==> config.mk <==
export PLATFORM = sky130hd
export DESIGN_NAME = dct_stage2_seq
export DESIGN_NICKNAME = d
export VERILOG_FILES = /design/src/rtl/dct_stage2_seq.sv
export SDC_FILE = /design/constraint.sdc
export NUM_CORES = 2
export LEC_CHECK = 0
export ABC_AREA = 1
export CAP_MARGIN = 5
export CORE_AREA = 2 2 628 630
export DETAILED_ROUTE_END_ITERATION = 8
export DIE_AREA = 0 0 630 632
export GPL_ROUTABILITY_DRIVEN = 0
export PLACE_DENSITY = 0.42
export SYNTH_ARGS = -nofsm -noshare
export SYNTH_HDL_FRONTEND = slang
export SYNTH_SLANG_ARGS = --single-unit
==> constraint.sdc <==
create_clock -name clk -period 29 [get_ports clk]
set_input_delay 5.8 -clock clk [delete_from_list [all_inputs] [get_ports clk]]
set_output_delay 5.8 -clock clk [all_outputs]
set_load 0.02 [all_outputs]
==> src/rtl/dct_stage2_seq.sv <==
// dct_stage2_seq
// Runs the column pass of an 8x8 DCT through one shared column unit. A block
// is accepted whole, its eight columns are presented to the external column
// unit one per cycle, the results are gathered into an output buffer, and the
// finished block is offered downstream with a valid/ready handshake.
//
// Optional feature macro: DCT_SEQ_COL_REG_EN
//   When defined, the column-unit result is registered for one cycle before
//   it is written to the output buffer. The write index lags the drive index
//   by one, and RUN gains one drain cycle (11 cycles per block instead of 10).
//
// Ports:
//   clk, rst        rising-edge clock, synchronous active-high reset
//   in_valid/ready  input block handshake
//   in_data         input block, in_data[c] is column c, in_data[c][r] row r
//   approx_req      approximate-mode request, sampled with the block
//   col_data_out    column driven to the shared column unit (zero outside RUN)
//   col_approx_en   approx enable for the column unit (latched bit, RUN only)
//   col_data_in     column-unit result for col_data_out
//   out_valid/ready output block handshake
//   out_data        result block, out_data[c] is column c result
//   busy            high while a block is in flight (RUN or DONE)
module dct_stage2_seq #(
  parameter int SIZE     = 10,
  parameter int SIZE_OUT = SIZE + 2
) (
  input  logic                               clk,
  input  logic                               rst,
  input  logic                               in_valid,
  output logic                               in_ready,
  input  logic [7:0][7:0][SIZE-1:0]          in_data,
  input  logic                               approx_req,
  output logic [7:0][SIZE-1:0]               col_data_out,
  output logic                               col_approx_en,
  input  logic [7:0][SIZE_OUT-1:0]           col_data_in,
  output logic                               out_valid,
  input  logic                               out_ready,
  output logic [7:0][7:0][SIZE_OUT-1:0]      out_data,
  output logic                               busy
);

  typedef enum logic [1:0] {
    IDLE = 2'd0,
    RUN  = 2'd1,
    DONE = 2'd2
  } state_t;

  state_t                    state_reg;
  logic [2:0]                col_reg;
  logic                      approx_reg;
  logic [7:0][SIZE-1:0]      ibuf_reg [8];
  logic [7:0][SIZE_OUT-1:0]  obuf_reg [8];

  // Output-buffer write port and "driving a column this cycle" qualifier.
  logic                      wr_en;
  logic [2:0]                wr_col;
  logic [7:0][SIZE_OUT-1:0]  wr_data;
  logic                      drive;

`ifdef DCT_SEQ_COL_REG_EN
  logic [7:0][SIZE_OUT-1:0]  col_in_reg;
  logic [2:0]                wr_col_reg;
  logic                      wr_en_reg;
  logic                      drain_reg;   // final RUN cycle: nothing driven, last write lands

  assign wr_en   = wr_en_reg;
  assign wr_col  = wr_col_reg;
  assign wr_data = col_in_reg;
  assign drive   = (state_reg == RUN) && !drain_reg;
`else
  assign wr_en   = (state_reg == RUN);
  assign wr_col  = col_reg;
  assign wr_data = col_data_in;
  assign drive   = (state_reg == RUN);
`endif

  always_ff @(posedge clk) begin
    if (rst) begin
      state_reg  <= IDLE;
      col_reg    <= 3'd0;
      approx_reg <= 1'b0;
      for (int c = 0; c < 8; c++) begin
        ibuf_reg[c] <= '0;
        obuf_reg[c] <= '0;
      end
`ifdef DCT_SEQ_COL_REG_EN
      col_in_reg <= '0;
      wr_col_reg <= 3'd0;
      wr_en_reg  <= 1'b0;
      drain_reg  <= 1'b0;
`endif
    end else begin
      if (wr_en) begin
        obuf_reg[wr_col] <= wr_data;
      end

      case (state_reg)
        IDLE: begin
          if (in_valid) begin
            for (int c = 0; c < 8; c++) begin
              ibuf_reg[c] <= in_data[c];
            end
            approx_reg <= approx_req;
            col_reg    <= 3'd0;
            state_reg  <= RUN;
          end
        end

        RUN: begin
`ifdef DCT_SEQ_COL_REG_EN
          if (!drain_reg) begin
            col_in_reg <= col_data_in;
            wr_col_reg <= col_reg;
            wr_en_reg  <= 1'b1;
            col_reg    <= col_reg + 3'd1;
            if (col_reg == 3'd7) begin
              drain_reg <= 1'b1;
            end
          end else begin
            // Column 7 is written by the obuf port on this edge.
            wr_en_reg <= 1'b0;
            drain_reg <= 1'b0;
            state_reg <= DONE;
          end
`else
          col_reg <= col_reg + 3'd1;
          if (col_reg == 3'd7) begin
            state_reg <= DONE;
          end
`endif
        end

        DONE: begin
          if (out_ready) begin
            state_reg <= IDLE;
          end
        end

        default: state_reg <= IDLE;
      endcase
    end
  end

  // Outputs decode only the state register and stored data, so there is no
  // combinational path from in_valid or out_ready.
  assign in_ready      = (state_reg == IDLE);
  assign out_valid     = (state_reg == DONE);
  assign busy          = (state_reg != IDLE);
  assign col_approx_en = (state_reg == RUN) && approx_reg;
  assign col_data_out  = drive ? ibuf_reg[col_reg] : '0;

  genvar gi;
  generate
    for (gi = 0; gi < 8; gi++) begin : g_out
      assign out_data[gi] = obuf_reg[gi];
    end
  endgenerate

endmodule

==> impl_results.md <==
- Fin crit share: 38.4%
- Cell Pwr Density: 61.4 nW/um^2
- Final antenna-violating net count: 0
- Die Span X: 630 um
- Core area: 391000 um^2
- Count of cell types in the netlist: 20
- Crit path depth: 10
- Routed vias/inst: 3.56
- EDFF count, synth: 1408
- Initial antenna violation count: 74
- Reg2Reg Setup Slack: 23.68 ns
- CTS tree: yes
- RR Startpoint: state_reg[0]
- Fin. Hold Viols: 0
- CTS Buffer Depth: 4
- Sequential area share after synthesis: 70.2%
- Family with the most delay on the worst path: buffers and inverters
- Primary FF master, synth: edfxtp_1
- DR WL/cell: 22.2 um
- DR pass1 iterations: 6
- WHS Endpoint: approx_reg
- Yosys top cell by area: edfxtp_1
- Max Fclk: 89.9 MHz
- Most frequent cells in the layout: 1591 x clkdlybuf4s50_1, 1575 x nor2_1, 1408 x edfxtp_1, 1383 x inv_1, 803 x nand2_1
- Final worst slack: 17.87 ns
- Multi-input logic area: 11300 um^2
- First-pass GRT wire length: 380000 um
- Nets@finish: 8197
- Minimum clock period: 11.13 ns
- PortBufs: 1592
- Fin Hold WS: 0.509 ns
- Critical path arrival: 5.33 ns
- Clock Latency Late Sink: 0.87 ns
- Placed Instance Area: 82000 um^2
- Worst-case clock skew: 0.0778 ns
- Die height: 632 um
- Worst path cell trace: inv_8 > buf_4 > buf_4 > buf_4 > nand2_1 > nand3_1 > nand2_1 > nor2_1 > nor2_1 > clkdlybuf4s50_1
- Worst-margin pin slew: 1.23 ns
- CP required: 23.20 ns
- Die area: 398000 um^2
- Synthesized instance count: 5907
- Hold/Removal Path Class: reg2reg
- DRT Wirelength: 285000 um
- Count of final setup violators: 0
- HPWL after detailed placement: 210000 um
- Worst Hold Launch: approx_reg
- First DRT Iteration DRCs: 2844
- Fill count: 42592
- Max reg flops: 768
- FP Rows: 230
- Startpoint Class: flop
- Status: finished clean
- Residual DRC count: 0
- Global-route usage over all layers: 13.6%
- Syn_area_per_cell: 10.2 um^2
- Leak: 0.0367 uW
- Setup WS pre-CTS: 17.69 ns
- Sink Count: 1417
- Seq cells post-synth: 1417
- Design area: 87700 um^2
- Num ports: 1593
- RSZ-0062 raised after global routing: no
- Fraction of registers with async set/reset: 0%
- Initial Util: 15.5%
- CTS H-tree depth: 4
- Most common cell after layout, fill and taps aside: clkdlybuf4s50_1
- Hold_buf cts: 0
- Post_cts resized: 0
- Worst setup EP type: output pin
- Top post-synthesis cells by area: edfxtp_1 70%, nor2_1 9.8%, inv_1 8.6%, nand2_1 5.0%, nand3_1 3.4%
- Final Slew Violations: 0
- # Post-CTS Setup Buffers: 0
- Slowest cell delay on critical path: 0.69 ns
- Routed vias: 45710
- CTS buffer count: 177
- Largest net degree at the start of global routing: 155
- Gr ovfl total: 0
- Reg2Reg Capture Point: ibuf_reg[0][67]
- Worst-path clk slew: 0.06 ns
- Top cell type's share of synthesized area: 69.9%
- Max VDD drop: 0.0000431 V
- Reg2Reg Depth: 9
- P&R area growth vs syn: 45.0%
- Total chip power: 5390 uW
- Worst Path Buf+Inv: 5
- Setup TNS: 0 ns
- Max Cap Viol: 0
- Cell Area, Synth: 60500 um^2
- Root buf cell: clkbuf_16
- Seq. cell area: 42500 um^2
- Synthesis Warnings: 0
- Hold Path Depth: 2
- Crit Path Max Fanout: 75
- Vias in the first global route: 46446
- Synthesized Nets: 6650
- WS Path Type: reg2out
- Cell repeated most along the worst path: buf_4
- CP max stage cell: buf_4
- Layout cell share with drive strength beyond 1: 4.59%
- Relative max-transition margin: 17.7%
[cells in the mapped netlist (all sizes together) (2+ instances only)]
| library cell | count |
|---|---|
| nand3 | 406 |
| clkbuf | 108 |
| inv | 1390 |
| edfxtp | 1408 |
| dfxtp | 9 |
| ha | 2 |
| nor2 | 1578 |
| buf | 177 |
| nand2 | 823 |
| o21ai | 3 |
[how the worst max path moves through the flow]
stage,startpoint,to,slack [ns]
finish,flop,col_data_out[2],17.87
global route,flop,col_data_out[2],17.54
CTS,flop,col_data_out[7],17.63
detailed placement,in_valid,ibuf_reg[0][67],17.69
global placement,in_valid,ibuf_reg[0][62],17.76
floorplan,in_valid,ibuf_reg[0][0],9.58
[worst register-to-register path, stage by stage, from the launching register on]
cell and delay [ns]:
dfxtp_1 0.33, inv_1 0.07, nand2_2 0.11, nor2_2 0.22, nor2_1 0.18, inv_8 0.37
buf_12 0.61, buf_4 1.16, buf_4 0.80, buf_4 0.97
[cell type report]
cell class                      instances  share of cell area, %
Sequential cell                      1417                   48.4
Multi-Input combinational cell       2815                   12.9
Timing Repair Buffer                 1653                   18.7
Clock buffer                          219                   5.33
Antenna cell                           30                 0.0856
Clock inverter                        102                   1.17
Inverter                             1390                   5.98
Tap cell                             5220                   7.44
[kinds of logic (layout without fill, tap and decap cells)]
group | Yosys count | in the layout | share of synthesized area (%)
buf+inv | 1675 | 3364 | 11.3
other cells | 0 | 30 | 0
fa+ha+maj | 2 | 2 | 0.0414
simple gates | 2808 | 2808 | 18.4
compound gates | 5 | 5 | 0.0476
flops | 1417 | 1417 | 70.2
[through the flow]
step                utilization (%)  instances
global route                   22.4      12845
CTS                            22.4      12816
floorplan                         -       5907
detailed placement             20.9      12495
finish                         22.4      12846
global placement               20.9      12495
[power by group]
part           internal [uW]  switching, uW
registers               2400           41.2
clock network           1290            942
logic                    259            456
[layer usage]
| metal | wire [um] | global-route usage (%) | vias up |
|---|---|---|---|
| li1 | - | - | 21224 |
| met1 | 98800 | 13.7 | 22459 |
| met2 | 158000 | 26.9 | 1584 |
| met3 | 15800 | 2.76 | 429 |
| met4 | 11900 | 5.78 | 14 |
| met5 | 88 | 0 | - |
Note: power is estimated with default switching activity, not from simulation.
